$ cat config.mk
export PLATFORM = sky130hd
export DESIGN_NAME = serial_tx_engine
export DESIGN_NICKNAME = d
export VERILOG_FILES = /design/src/rtl/serial_tx_pkg.sv /design/src/rtl/tx_baud_gen.sv /design/src/rtl/serial_tx_engine.sv
export SDC_FILE = /design/constraint.sdc
export NUM_CORES = 1
export LEC_CHECK = 0
export ABC_CLOCK_PERIOD_IN_PS = 3800
export BUFFER_PORTS_ARGS = -buffer_cell sky130_fd_sc_hd__buf_4
export CELL_PAD_IN_SITES_DETAIL_PLACEMENT = 2
export CELL_PAD_IN_SITES_GLOBAL_PLACEMENT = 2
export CORE_MARGIN = 2
export CORE_UTILIZATION = 42
export DETAILED_ROUTE_END_ITERATION = 10
export GPL_TIMING_DRIVEN = 0
export PLACE_DENSITY = 0.83
export SYNTH_ARGS = -nofsm -noshare
export SYNTH_HDL_FRONTEND = slang
export SYNTH_SLANG_ARGS = --single-unit
$ cat constraint.sdc
create_clock -name Clk -period 3.8 [get_ports Clk]
set_input_delay 0.38 -clock Clk [delete_from_list [all_inputs] [get_ports Clk]]
set_output_delay 0.38 -clock Clk [all_outputs]
set_load 0.05 [all_outputs]
$ cat src/rtl/serial_tx_pkg.sv
// Shared types and helpers for the serial transmit engine.
package serial_tx_pkg;

    typedef enum logic [1:0] {
        IDLE  = 2'd0,
        SHIFT = 2'd1,
        DONE  = 2'd2
    } tx_state_t;

    function automatic int unsigned calc_beats(input int unsigned data_w,
                                               input int unsigned lanes);
        return data_w / lanes;
    endfunction

endpackage

$ cat src/rtl/tx_baud_gen.sv
// Beat-enable divider: counts 0..CLK_DIV-1 while running, ticks on the wrap.
module tx_baud_gen #(
    parameter int unsigned CLK_DIV = 4
) (
    input  logic i_clk,
    input  logic i_rst_n,
    input  logic i_clear,
    input  logic i_run,
    output logic o_tick
);

    localparam int unsigned CNT_W = (CLK_DIV > 1) ? $clog2(CLK_DIV) : 1;
    localparam logic [CNT_W-1:0] LAST = CNT_W'(CLK_DIV - 1);

    logic [CNT_W-1:0] r_cnt;
    logic             w_wrap;

    assign w_wrap = (r_cnt == LAST);
    assign o_tick = i_run && w_wrap;

    always_ff @(posedge i_clk or negedge i_rst_n) begin
        if (!i_rst_n) begin
            r_cnt <= '0;
        end else if (i_clear) begin
            r_cnt <= '0;
        end else if (i_run) begin
            r_cnt <= w_wrap ? '0 : r_cnt + CNT_W'(1);
        end
    end

endmodule

$ cat src/rtl/serial_tx_engine.sv
// Double-buffered serial transmitter: holding register feeds a shift register
// that emits LANES bits per beat at a CLK_DIV-divided rate.
module serial_tx_engine
    import serial_tx_pkg::*;
#(
    parameter int unsigned DATA_W    = 32,
    parameter int unsigned LANES     = 1,
    parameter int unsigned CLK_DIV   = 4,
    parameter bit          MSB_FIRST = 1'b0
) (
    input  logic              Clk,
    input  logic              Reset,
    input  logic [DATA_W-1:0] DataIn,
    input  logic              SampleData,
    input  logic              StartTx,
    input  logic              Abort,
    output logic              HoldFull,
    output logic              Overrun,
    output logic [LANES-1:0]  DataOut,
    output logic              BeatValid,
    output logic              TxBusy,
    output logic              TxDone
);

    localparam int unsigned BEATS = calc_beats(DATA_W, LANES);
    localparam int unsigned BW    = $clog2(BEATS + 1);

    tx_state_t         r_state, w_state_nxt;
    logic [DATA_W-1:0] r_hold, w_hold_nxt;
    logic              r_hold_full, w_hold_full_nxt;
    logic [DATA_W-1:0] r_shift, w_shift_nxt;
    logic [BW-1:0]     r_beat, w_beat_nxt;
    logic [LANES-1:0]  r_data_out, w_data_nxt;
    logic              r_beat_valid, w_valid_nxt;
    logic              r_busy, w_busy_nxt;
    logic              r_done, w_done_nxt;
    logic              r_overrun, w_overrun_nxt;
    logic              w_launch, w_abort, w_tick;

    function automatic logic [LANES-1:0] head(input logic [DATA_W-1:0] w);
        if (MSB_FIRST) return w[DATA_W-1 -: LANES];
        else           return w[LANES-1:0];
    endfunction

    function automatic logic [DATA_W-1:0] advance(input logic [DATA_W-1:0] w);
        if (MSB_FIRST) return w << LANES;
        else           return w >> LANES;
    endfunction

    tx_baud_gen #(.CLK_DIV(CLK_DIV)) u_baud (
        .i_clk   (Clk),
        .i_rst_n (Reset),
        .i_clear (w_launch || w_abort),
        .i_run   (r_state == SHIFT),
        .o_tick  (w_tick)
    );

    always_comb begin
        w_state_nxt     = r_state;
        w_shift_nxt     = r_shift;
        w_beat_nxt      = r_beat;
        w_data_nxt      = r_data_out;
        w_valid_nxt     = 1'b0;
        w_busy_nxt      = r_busy;
        w_done_nxt      = 1'b0;
        w_launch        = 1'b0;
        w_abort         = 1'b0;
        w_hold_nxt      = r_hold;
        w_hold_full_nxt = r_hold_full;
        w_overrun_nxt   = 1'b0;

        case (r_state)
            IDLE, DONE: begin
                if (r_hold_full && StartTx) begin
                    w_launch    = 1'b1;
                    w_state_nxt = SHIFT;
                    w_shift_nxt = advance(r_hold);
                    w_data_nxt  = head(r_hold);
                    w_beat_nxt  = BW'(1);
                    w_valid_nxt = 1'b1;
                    w_busy_nxt  = 1'b1;
                end else begin
                    w_state_nxt = IDLE;
                end
            end
            SHIFT: begin
                if (Abort) begin
                    w_abort     = 1'b1;
                    w_state_nxt = IDLE;
                    w_data_nxt  = '0;
                    w_busy_nxt  = 1'b0;
                    w_beat_nxt  = '0;
                end else if (w_tick) begin
                    // r_beat counts slices already presented; the final tick only closes the word
                    if (r_beat < BW'(BEATS)) begin
                        w_data_nxt  = head(r_shift);
                        w_shift_nxt = advance(r_shift);
                        w_beat_nxt  = r_beat + BW'(1);
                        w_valid_nxt = 1'b1;
                    end else begin
                        w_state_nxt = DONE;
                        w_done_nxt  = 1'b1;
                        w_busy_nxt  = 1'b0;
                        w_data_nxt  = '0;
                        w_beat_nxt  = '0;
                    end
                end
            end
            default: w_state_nxt = IDLE;
        endcase

        // A write into a full holding register is only legal when that word leaves this cycle
        if (SampleData) begin
            if (!r_hold_full || w_launch) begin
                w_hold_nxt      = DataIn;
                w_hold_full_nxt = 1'b1;
            end else begin
                w_overrun_nxt   = 1'b1;
            end
        end else if (w_launch) begin
            w_hold_full_nxt = 1'b0;
        end
    end

    always_ff @(posedge Clk or negedge Reset) begin
        if (!Reset) begin
            r_state      <= IDLE;
            r_hold       <= '0;
            r_hold_full  <= 1'b0;
            r_shift      <= '0;
            r_beat       <= '0;
            r_data_out   <= '0;
            r_beat_valid <= 1'b0;
            r_busy       <= 1'b0;
            r_done       <= 1'b0;
            r_overrun    <= 1'b0;
        end else begin
            r_state      <= w_state_nxt;
            r_hold       <= w_hold_nxt;
            r_hold_full  <= w_hold_full_nxt;
            r_shift      <= w_shift_nxt;
            r_beat       <= w_beat_nxt;
            r_data_out   <= w_data_nxt;
            r_beat_valid <= w_valid_nxt;
            r_busy       <= w_busy_nxt;
            r_done       <= w_done_nxt;
            r_overrun    <= w_overrun_nxt;
        end
    end

    assign HoldFull  = r_hold_full;
    assign Overrun   = r_overrun;
    assign DataOut   = r_data_out;
    assign BeatValid = r_beat_valid;
    assign TxBusy    = r_busy;
    assign TxDone    = r_done;

endmodule

# After elaboration in Yosys (flattened, before gate mapping)
# Index checks and enable logic that the tools add are counted.
[word_totals] reg_bits=80 mem_bits_ro=0 latch_bits=0 elab_cells=85 n_memories=0 mem_bits_rw=0
[classes] magnitude_cmp=1 addsub=2 n_mux=45 n_reduce_logical=16 n_mul=0 n_shift=0 bitwise=0 n_eq_ne=10 div=0
[ops] cell="$mux W32" n=4
[ops] cell="$pmux W32 S2" n=1
[ops] cell="$mux W1" n=25
[ops] cell="$mux W6" n=4
[ops] cell="$mux W2" n=6
[ops] cell="$pmux W6 S2" n=1
[ops] cell="$ne A2 B2 Y1 const B" n=4
[ops] cell="$add A6 B1 Y6 const B" n=1
[ops] cell="$lt A6 B6 Y1 const B" n=1
[ops] cell="$ne A3 B3 Y1 const B" n=2
[ops] cell="$pmux W1 S2" n=3
[ops] cell="$reduce_and A2 Y1" n=3
[ops] cell="$reduce_bool A2 Y1" n=3
[ops] cell="$reduce_and A5 Y1" n=1
[ops] cell="$eq A2 B2 Y1 const B" n=2
[ops] cell="$pmux W2 S2" n=1
[ops] cell="$reduce_and A4 Y1" n=1
[ops] cell="$reduce_and A3 Y1" n=1
[ops] cell="$add A2 B1 Y2 const B" n=1
[ops] cell="$eq A2 B1 Y1 const B" n=1
[ops] cell="$logic_and A1 B1 Y1" n=2
[ops] cell="$logic_not A2 Y1" n=1
[ops] cell="$logic_or A1 B1 Y1" n=2
[ops] cell="$ne A2 B1 Y1 const B" n=1
[ops] cell="other kinds (2)" n=2

# Logic depth before layout (Yosys ltp)
[depth] ltp_word=6 depth_mapped=6 mapped_depth_nobuf=5

# Hierarchy
# Synthesis repeated with hierarchy kept, for this count alone.
[unflattened] hier_cells=274 area_unflattened_um2=3634.7
[by_module_without_submodules] module="serial_tx_engine" cells_each=265 area_each_um2=3528.4 instances=1
[by_module_without_submodules] module="tx_baud_gen" cells_each=9 area_each_um2=106.4 instances=1

# Worst setup path after synthesis
# Ideal clock, no wire load.
[synth_path] path_kind="flip-flop to flip-flop" start="register r_hold_full (netlist: HoldFull)" end="register r_beat[4]" path_slack_ns=2.201 t_required_ns=3.671 n_path_buf=1 t_arrival_ns=1.470 synth_period_minus_slack_ns=1.599 setup_time_ns=0.129 stages_incl_launch_ff=6 path_cell_list="dfrtp_1 > nand3b_1 > o21a_1 > buf_2 > o21ai_0 > o41ai_1"
[synth_between] elab_chain_len=3
[synth_lines] element="from (decl)" line_no="serial_tx_engine.sv:30" source="logic r_hold_full, w_hold_full_nxt;"
[synth_lines] element="from (signal assigned)" line_no="serial_tx_engine.sv:140" source="r_hold_full <= w_hold_full_nxt;"
[synth_lines] element="$logic_and A1 B1 Y1" line_no="serial_tx_engine.sv:74" source="if (r_hold_full && StartTx) begin"
[synth_lines] element="$ne A2 B2 Y1 (no source line)"
[synth_lines] element="$reduce_and A3 Y1 (no source line)"
[synth_lines] element="to (signal assigned)" line_no="serial_tx_engine.sv:142" source="r_beat <= w_beat_nxt;"
[synth_lines] element="to (decl)" line_no="serial_tx_engine.sv:32" source="logic [BW-1:0] r_beat, w_beat_nxt;"
# No other way between the ends.
# A chain may end at the register's enable or synchronous reset.

# Worst setup path in the final report
[layout_path] start="register u_baud.r_cnt[0]" end="register r_shift[8]"
[layout_between] elab_chain_len=4
[layout_lines] element="from (decl)" line_no="tx_baud_gen.sv:15" source="logic [CNT_W-1:0] r_cnt;"
[layout_lines] element="from (signal assigned)" line_no="tx_baud_gen.sv:27" source="r_cnt <= w_wrap ? '0 : r_cnt + CNT_W'(1);"
[layout_lines] element="$eq A2 B2 Y1" line_no="tx_baud_gen.sv:18" source="assign w_wrap = (r_cnt == LAST);"
[layout_lines] element="$logic_and A1 B1 Y1" line_no="tx_baud_gen.sv:19" source="assign o_tick = i_run && w_wrap;"
[layout_lines] element="$ne A2 B2 Y1 (no source line)"
[layout_lines] element="$reduce_and A5 Y1 (no source line)"
[layout_lines] element="to (signal assigned)" line_no="serial_tx_engine.sv:141" source="r_shift <= w_shift_nxt;"
[layout_lines] element="to (decl)" line_no="serial_tx_engine.sv:31" source="logic [DATA_W-1:0] r_shift, w_shift_nxt;"
# No other way between the ends.

==> flow_summary.json <==
{
  "critPathKind": "reg -> reg",
  "coreArea_um2": 8130,
  "peakVddDrop_uv": 255,
  "tns_ps": 0,
  "final_nets": 364,
  "period_minus_slack_ps": 1810,
  "slew_viol_final": 0,
  "synthSimpleGateAreaFrac_pct": 8.89,
  "synth_area_um2": 3510,
  "htreeDepth": 3,
  "tightest_slew_ps": 997,
  "hpwl_mm": 5.73,
  "synthMuxAreaShare_pct": 21.8,
  "timing.hold.ws_ps": 195,
  "ant_nets": 0,
  "start_kind": "flop",
  "cts.clk_slew.worst_paths_ps": 90,
  "period_share_pct": 47.8,
  "clk_latency_ps": 350,
  "crit_arrival_ps": 2080,
  "grt_pass1_wl_mm": 13.6,
  "syn_to_final_growth_pct": 19.0,
  "initial_core_util_pct": 43.1,
  "die_y_um": 95.4,
  "wire_per_inst_um": 19.3,
  "yosys_warnings": 0,
  "postSynthCellCount": 272,
  "syn_nets": 311,
  "rr_worst_depth": 6,
  "synth_fa_ha_area_share_pct": 0.714,
  "drt_iter0_markers": 88,
  "synth-compound-area-share_pct": 8.07,
  "synth_top_family_by_area": "multiplexers",
  "vias_per_cell": 5.20,
  "cts_buffer_depth": 2,
  "utilization_pct": 51.3,
  "crit_required_ps": 4060,
  "drc": 0,
  "rsz0062_at_grt": "false",
  "setup_ws_ps": 1990,
  "worstSetupEndpointType": "flop",
  "cts_buffers": 9,
  "cts-hold-fix-buffers": 0,
  "synth-main-ff-cell": "dfrtp_1",
  "critPathMaxFanout": 10,
  "ys_ff_latch": 79,
  "skew_ps": 8.04,
  "io_buffers": 42,
  "r2r-end": "r_shift[8]",
  "ctsResizeCount": 0,
  "overflow": 0,
  "grt_pass1_vias": 2628,
  "cts_root_buf": "clkbuf_8",
  "cts_tree": "yes",
  "hold_violations": 0,
  "rrSetupSlack_ps": 1990,
  "power_density_nw_per_um2": 666,
  "antenna_cells": 0,
  "max_cap_viol_count": 0,
  "power.leakage_nw": 1.95,
  "drive_gt1_share_pct": 32.7,
  "cts_setup_buffers": 0,
  "clock_sinks": 79,
  "track_usage_pct": 20.1,
  "synth_cell_types": 36,
  "r2r_start": "u_baud.r_cnt[0]",
  "place_ws_ps": 2010,
  "ys_async_sr_fraction_pct": 100,
  "wirelength_mm": 8.41,
  "antenna_found_initial": 0,
  "synth_edf_count": 0,
  "slew_headroom_pct": 33.6,
  "synth_xor_area_share_pct": 0,
  "die-area_um2": 9090,
  "max_freq_mhz": 551,
  "hp-class": "in -> async",
  "vias": 2264,
  "drtPass1Iterations": 3,
  "syn_avg_cell_area_um2": 12.9,
  "grt_max_degree": 80,
  "num_rows": 33,
  "gp_congestion": 0.761,
  "pin_count": 43,
  "fin_total_pwr_w": 0.00278,
  "synth-seq-area-share_pct": 56.4,
  "finalSetupViolCount": 0,
  "status": "completed",
  "die_w_um": 95.4
}
-- logic make-up (layout without fill, tap and decap cells) --
logic type,Yosys count,count (layout)
muxes,61,61
adders and majority gates,2,2
buffers and inverters,18,76
AOI/OAI and AO/OA,51,51
and+or+nand+nor,61,61
DFF,79,79
-- routing by layer --
metal / track usage, % / vias up / routed length, µm
met1: 24.8 / 1173 / 3720
met4: 4.95 / 0 / 53
met3: 4.27 / 4 / 260
li1: - / 1052 / -
met5: 0 / - / 0
met2: 35.9 / 35 / 4380
-- where the power goes --
part | leakage (nW) | internal (W) | total (W) | switching [W]
registers | 0.916 | 0.00112 | 0.00131 | 0.000191
logic | 0.935 | 0.000384 | 0.000765 | 0.000381
clock network | 0.104 | 0.000375 | 0.000700 | 0.000325
-- layout by cell type, fill, tap and decap left out, types with 2 or more instances in the layout --
cell type / n
dfrtp_1: 79
buf_4: 43
nor2_1: 36
a21oi_1: 32
mux2_4: 30
mux2i_1: 29
o21ai_0: 10
buf_2: 9
clkbuf_8: 9
nand2_1: 7
nand2b_1: 4
nand3_1: 3
buf_12: 3
nand3b_1: 2
inv_1: 2
buf_6: 2
clkbuf_1: 2
mux2_2: 2
ha_1: 2
clkinvlp_4: 2
inv_6: 2
bufinv_16: 2
-- through the flow --
step                      std cells  area (µm²)
after floorplan                 272        3510
after global placement          419        3950
after detailed placement        419        3950
after CTS                       435        4170
after global routing            435        4170
final                           435        4170
-- cells in the mapped netlist (2+ instances only) --
cell type  instances  area [µm²]
mux2_2             2        22.5
mux2i_1           29         290
dfrtp_1           79        1980
nand2b_1           4        25.0
o21ai_0           10        50.1
buf_6              2        22.5
nand3b_1           2        15.0
mux2_4            30         450
a21oi_1           32         160
ha_1               2        25.0
nor2_1            36         135
nand3_1            3        15.0
nand2_1            7        26.3
buf_12             3        60.1
buf_2              9        45.0
inv_1              2        7.51
-- registers in the layout, indices dropped and copies added (netlist names) --
signal / cells
BeatValid: 1
r_state: 2
DataOut: 1
r_shift: 31
r_beat: 6
u_baud.r_cnt: 2
TxDone: 1
TxBusy: 1
HoldFull: 1
r_hold: 32
Overrun: 1
-- layout make-up --
type,instances,area (µm²)
repair buffers,42,315
clock buffers,10,128
inverters,2,7.51
plain buffers,16,139
multi-input cells,175,1380
clock inverters,6,92.6
flip-flops and latches,79,1980
well taps,105,131
fillers,798,3960
-- worst max-delay path by stage --
stage / start / to / slack (ps) / cells past startpoint
after floorplan: HoldFull / r_beat[4] / 2200 / 5
after global placement: Abort / r_shift[22] / 2150 / 6
after detailed placement: u_baud.r_cnt[0] / r_shift[8] / 2010 / 6
after CTS: u_baud.r_cnt[0] / r_shift[8] / 1930 / 6
after global routing: u_baud.r_cnt[0] / r_shift[19] / 1870 / 6
final: u_baud.r_cnt[0] / r_shift[8] / 1990 / 6
-- critical path, cell delays in order, from the launching register on --
cell	delay, ps
dfrtp_1	390
ha_1	300
nand4bb_4	160
o21ai_2	330
buf_2	290
nor2_1	80
a21oi_1	170
(Power assumes the default switching activity.)
